==> src/rtl/calc_host_ctrl.sv <==
// Host-side sequencer for an iterative floating-point calculator. It launches one job,
// waits for done or timeout, and returns a single held response.
module calc_host_ctrl #(
    parameter logic [8:0]  IDLE_STATE   = 9'h001,
    parameter logic [8:0]  DONE_STATE   = 9'h100,
    parameter logic [15:0] TIMEOUT      = 16'd4095,
    parameter int unsigned ABORT_CYCLES = 2
) (
    input  logic        clk,
    input  logic        reset,
    input  logic        req_valid,
    output logic        req_ready,
    input  logic [2:0]  req_mode,
    input  logic [31:0] req_operand,
    input  logic [31:0] req_n,
    output logic        rsp_valid,
    input  logic        rsp_ready,
    output logic [31:0] rsp_result,
    output logic        rsp_timeout,
    output logic        calc_start,
    output logic        calc_reset,
    output logic [2:0]  calc_mode,
    output logic [31:0] calc_input,
    output logic [31:0] calc_n,
    input  logic [8:0]  calc_state,
    input  logic [31:0] calc_result,
    output logic        busy
);

    typedef enum logic [2:0] {S_IDLE, S_START, S_WAIT, S_ABORT, S_RESP} state_e;

    localparam logic [7:0] ABORT_LAST = 8'(ABORT_CYCLES - 1);

    state_e      state_q, state_d;
    logic [15:0] cnt_q, cnt_d;
    logic [7:0]  abort_cnt_q, abort_cnt_d;
    logic        rsp_valid_q, rsp_valid_d;
    logic [31:0] rsp_result_q, rsp_result_d;
    logic        rsp_timeout_q, rsp_timeout_d;
    logic        calc_start_q, calc_start_d;
    logic        calc_reset_q, calc_reset_d;
    logic [2:0]  calc_mode_q, calc_mode_d;
    logic [31:0] calc_input_q, calc_input_d;
    logic [31:0] calc_n_q, calc_n_d;
    logic        busy_q, busy_d;

    logic [15:0] cnt_inc;
    logic        calc_done;
    logic        calc_running;
    logic        timeout_hit;

    assign cnt_inc      = (cnt_q == 16'hFFFF) ? cnt_q : cnt_q + 16'd1;
    assign calc_done    = (calc_state == DONE_STATE);
    assign calc_running = (calc_state != IDLE_STATE);
    // Timeout fires on the edge where the counter reaches TIMEOUT.
    assign timeout_hit  = (cnt_inc == TIMEOUT);

    always_comb begin
        // NOTE: every *_d gets a default here so no path through the case infers a latch.
        state_d       = state_q;
        cnt_d         = cnt_q;
        abort_cnt_d   = abort_cnt_q;
        rsp_valid_d   = rsp_valid_q;
        rsp_result_d  = rsp_result_q;
        rsp_timeout_d = rsp_timeout_q;
        calc_start_d  = 1'b0;
        calc_reset_d  = 1'b0;
        calc_mode_d   = calc_mode_q;
        calc_input_d  = calc_input_q;
        calc_n_d      = calc_n_q;

        case (state_q)
            S_IDLE: begin
                if (req_valid) begin
                    calc_mode_d  = req_mode;
                    calc_input_d = req_operand;
                    calc_n_d     = req_n;
                    cnt_d        = 16'd0;
                    calc_start_d = 1'b1;
                    state_d      = S_START;
                end
            end
            S_START: begin
                cnt_d = cnt_inc;
                if (timeout_hit && !calc_done) begin
                    abort_cnt_d  = 8'd0;
                    calc_reset_d = 1'b1;
                    state_d      = S_ABORT;
                end else if (calc_running) begin
                    state_d = S_WAIT;
                end else begin
                    calc_start_d = 1'b1;
                end
            end
            S_WAIT: begin
                cnt_d = cnt_inc;
                if (calc_done) begin
                    rsp_result_d  = calc_result;
                    rsp_timeout_d = 1'b0;
                    rsp_valid_d   = 1'b1;
                    state_d       = S_RESP;
                end else if (timeout_hit) begin
                    abort_cnt_d  = 8'd0;
                    calc_reset_d = 1'b1;
                    state_d      = S_ABORT;
                end
            end
            S_ABORT: begin
                if (abort_cnt_q == ABORT_LAST) begin
                    rsp_result_d  = 32'h0;
                    rsp_timeout_d = 1'b1;
                    rsp_valid_d   = 1'b1;
                    state_d       = S_RESP;
                end else begin
                    abort_cnt_d  = abort_cnt_q + 8'd1;
                    calc_reset_d = 1'b1;
                end
            end
            S_RESP: begin
                if (rsp_ready) begin
                    rsp_valid_d = 1'b0;
                    state_d     = S_IDLE;
                end
            end
            default: state_d = S_IDLE;
        endcase

        busy_d = (state_d != S_IDLE);
    end

    // The calculator stays in reset while this block is in reset.
    always_ff @(posedge clk or negedge reset) begin
        if (!reset) begin
            state_q       <= S_IDLE;
            cnt_q         <= 16'd0;
            abort_cnt_q   <= 8'd0;
            rsp_valid_q   <= 1'b0;
            rsp_result_q  <= 32'h0;
            rsp_timeout_q <= 1'b0;
            calc_start_q  <= 1'b0;
            calc_reset_q  <= 1'b1;
            calc_mode_q   <= 3'd0;
            calc_input_q  <= 32'h0;
            calc_n_q      <= 32'h0;
            busy_q        <= 1'b0;
        end else begin
            state_q       <= state_d;
            cnt_q         <= cnt_d;
            abort_cnt_q   <= abort_cnt_d;
            rsp_valid_q   <= rsp_valid_d;
            rsp_result_q  <= rsp_result_d;
            rsp_timeout_q <= rsp_timeout_d;
            calc_start_q  <= calc_start_d;
            calc_reset_q  <= calc_reset_d;
            calc_mode_q   <= calc_mode_d;
            calc_input_q  <= calc_input_d;
            calc_n_q      <= calc_n_d;
            busy_q        <= busy_d;
        end
    end

    assign req_ready   = (state_q == S_IDLE);
    assign rsp_valid   = rsp_valid_q;
    assign rsp_result  = rsp_result_q;
    assign rsp_timeout = rsp_timeout_q;
    assign calc_start  = calc_start_q;
    assign calc_reset  = calc_reset_q;
    assign calc_mode   = calc_mode_q;
    assign calc_input  = calc_input_q;
    assign calc_n      = calc_n_q;
    assign busy        = busy_q;

endmodule
==> config.mk <==
export PLATFORM = sky130hd
export DESIGN_NAME = calc_host_ctrl
export DESIGN_NICKNAME = d
export VERILOG_FILES = /design/src/rtl/calc_host_ctrl.sv
export SDC_FILE = /design/constraint.sdc
export NUM_CORES = 1
export LEC_CHECK = 0
export CORE_MARGIN = 5
export CORE_UTILIZATION = 41
export CTS_BUF_LIST = sky130_fd_sc_hd__clkbuf_4
export DETAILED_ROUTE_END_ITERATION = 8
export PLACE_DENSITY = 0.78
export SLEW_MARGIN = 10
export SYNTH_ARGS = -nofsm -noshare
export SYNTH_HDL_FRONTEND = slang
export SYNTH_SLANG_ARGS = --single-unit
==> constraint.sdc <==
create_clock -name clk -period 2.5 [get_ports clk]
set_input_delay 0.375 -clock clk [delete_from_list [all_inputs] [get_ports clk]]
set_output_delay 0.375 -clock clk [all_outputs]
set_load 0.005 [all_outputs]
==> key figures <==
Setup path
  • WP data arrival: 3140 ps
  • R2R Path End: busy$_DFF_PN0_
  • Endpoint class of the critical path: register
  • Critical path type: reg -> reg
  • R2R cell count: 10
  • Critical path peak fanout: 6
  • Critical path required time: 2910 ps
  • Reg2reg setup slack: -230 ps
  • Startpoint Class: register
  • Reg2Reg Launch Point: cnt_q[1]$_DFFE_PN0P_

Layout
  • Most frequent cells in the layout: clkdlybuf4s50_1 (215), dfrtp_1 (129), nand2_1 (83), mux2_2 (69), o21ai_0 (52)
  • Total Nets Final: 889
  • Layout cell share with drive strength beyond 1: 22.9%
  • Area grow syn2layout: 56.4%
  • Antenna cells: 0
  • Most common cell after layout, fill and taps aside: clkdlybuf4s50_1
  • Fillers: 994

Clock network
  • CTS tree: built
  • Clock sink count: 131
  • Total CTS buffers: 17
  • CTS root buf: clkbuf_4
  • H-tree levels: 4
  • CTS Buffer Depth: 2
  • Clock transition at the registers of the reported paths: 120 ps
  • Latest clock arrival within the worst-skew pair: 530 ps

Timing
  • Final setup viols: 10
  • Count of pins over their slew limit: 0
  • Final worst slack: -230 ps
  • Crit share post-route: 109%
  • Fin. Hold Viols: 0
  • Worst Tran Pin Value: 822 ps
  • Hold slack final: 385 ps
  • Min Tclk post-route: 2730 ps
  • Fmax: 366 MHz
  • Max_slew headroom: 45.1%
  • Clock Skews: 15.3 ps
  • RSZ-0062 raised after global routing: yes

Floorplanning
  • IO Pins: 217
  • Die width: 128 microns
  • Cell row count: 43
  • Core ar.: 13800 sq um
  • Initial Util: 41.6%
  • Die area: 16500 sq um
  • Die H: 128 microns

Detailed routing
  • Routed WL per cell: 16.5 microns
  • Initial DRC count: 320
  • Antenna-violating nets left: 0
  • Pre-antenna DRT Iters: 5
  • Final wirelength: 15.9 mm
  • DRC: 0
  • Post-DR vias/cell: 5.19
  • Via count: 5016

Yosys
  • Synth Register Bits: 131
  • Seq/Total Area, Yosys: 57.1%
  • Ys async rst share: 100%
  • Number of cells produced by synthesis: 522
  • Cell taking the most area after synthesis: dfrtp_1
  • Mean Syn Cell Area: 11.0 sq um
  • Post-Syn Area: 5750 sq um
  • EDFF count, synth: 0
  • Prevailing post-synth register cell: dfrtp_1
  • YS warnings: 0
  • Netlist cell types: 50
  • Synth top area cells: dfrtp_1 (57%), mux2_2 (14%), o21ai_0 (5.5%), nand2_1 (5.4%), clkbuf_1 (1.4%)
  • Share of the synthesized area in the top cell type: 56.6%
  • Mapped Nets: 637

Placement
  • Detail Placement HPWL: 11.2 mm
  • Gpl congestion: 0.905
  • I/O Buffers: 216
  • Pre-CTS setup slack: -56.9 ps

Run
  • Maximum capacitance violations: 0

Global route
  • Grt met3 use: 8.09%
  • Peak-usage layer in the global routing report: met2
  • First-pass GRT wire length: 25.0 mm
  • Met1 global-route usage: 22.5%
  • GRT Util Overall: 19.1%
  • Met2 Use GR: 31.0%
  • Vias in the first global route: 5086
  • Initial antenna violation count: 0
  • Gr ovfl total: 0
  • Largest net degree at the start of global routing: 66

Worst hold path
  • Hold crit path type: in -> reg
  • Hold path cells: 3
  • Hold path start: calc_result[19]
  • WHS Endpoint: rsp_result[19]$_DFFE_PN0P_

Pwr
  • Total power: 9.49 mW
  • Worst IR Drop VDD: 0.658 mV
  • PD cells: 1060 nW/um^2
  • P_leak: 3.76 nW

Status
  • Failing checks: setup timing
  • Outcome: finished with violations
per-layer routing:
| layer | part of all wire (%) | wire length [microns] |
|---|---|---|
| met1 | 39 | 6200 |
| met2 | 48 | 7630 |
| met3 | 11 | 1680 |
| met4 | 2.5 | 402 |
| met5 | 0 | 0 |
critical path, stage by stage, from the launching register on:
cell and delay [ps]:
dfrtp_1 420, buf_4 170, nand2_1 130, or2_1 370
nor3_4 330, xnor2_4 180, nor4_4 100, buf_4 150
o21bai_1 180, a21oi_2 70, or4_1 490
registers in the layout (all words and copies together), names as in the netlist:
| signal | cells |
|---|---|
| calc_n | 32 |
| rsp_valid | 1 |
| cnt_q | 16 |
| calc_mode | 3 |
| calc_input | 32 |
| busy | 1 |
| abort_cnt_q | 8 |
| calc_start | 1 |
| rsp_timeout | 1 |
| calc_reset | 1 |
| state_q | 3 |
| rsp_result | 32 |
logic make-up (layout without fill, tap and decap cells):
logic type,Yosys count,in the layout,share of synthesized area [%]
adders and majority gates,3,3,0.653
muxes,70,70,13.7
buffers and inverters,40,304,2.96
and+or+nand+nor,174,174,14.9
AOI/OAI and AO/OA,97,98,9.71
DFF,131,131,57.1
xor gates and xnor gates,7,7,1.07
worst max path at each step:
| stage | from | slack [ps] | cells past startpoint | end |
|---|---|---|---|---|
| finish | cnt_q[1]$_DFFE_PN0P_ | -230 | 10 | busy$_DFF_PN0_ |
| global route | cnt_q[5]$_DFFE_PN0P_ | -370 | 11 | busy$_DFF_PN0_ |
| floorplan | cnt_q[0]$_DFFE_PN0P_ | -50 | 10 | busy$_DFF_PN0_ |
| global placement | cnt_q[0]$_DFFE_PN0P_ | -20 | 9 | abort_cnt_q[1]$_DFFE_PN0P_ |
| CTS | cnt_q[5]$_DFFE_PN0P_ | -10 | 8 | abort_cnt_q[1]$_DFFE_PN0P_ |
| detailed placement | cnt_q[1]$_DFFE_PN0P_ | -60 | 9 | abort_cnt_q[1]$_DFFE_PN0P_ |
final cells by class:
cell class / count / area [sq um] / area share [%]
timing repair buffer: 266 / 2590 / 28.9
clock inverter: 15 / 211 / 2.35
clock buffer: 17 / 128 / 1.42
sequential: 131 / 3280 / 36.5
inverter: 6 / 22.5 / 0.250
multi-input combinational: 352 / 2530 / 28.1
tap: 180 / 225 / 2.50
timing repair:
action	CTS	global route
hold buffers	1	0
setup buffers	10	5
pin swaps	12	18
gates resized for setup	21	25
gates cloned	1	0
endpoints found under the hold margin	46	0
setup endpoints to repair	5	13
cell usage after synthesis, types with 4 or more instances:
cell	count
dfrtp_1	130
nand2_1	83
mux2_2	69
o21ai_0	63
clkbuf_1	22
nor2_1	21
nand3_1	13
nor3_1	10
a21oi_1	9
nor4_1	9
nand4_1	7
a31oi_1	6
inv_1	6
xnor2_1	6
o31ai_1	5
and2_1	4
buf_1	4
buf_4	4
nor2b_1	4
stage by stage:
stage          area (sq um)  utilization (%)  setup TNS [ps]  instances
6_report               8990             65.0           -1240        967
5_1_grt                8990             65.0           -2430        967
4_1_cts                8850             64.0           -12.6        962
3_5_place_dp           8300             60.0           -62.1        918
3_3_place_gp           8300             60.0           -22.1        918
2_1_floorplan          5750                -           -92.0        522
power breakdown:
group / total (mW) / switching, mW / internal [mW]
Sequential: 3.63 / 0.570 / 3.06
Clock: 1.67 / 0.783 / 0.888
Combinational: 4.19 / 1.59 / 2.60
No activity file was read; power rests on OpenSTA's default activity.
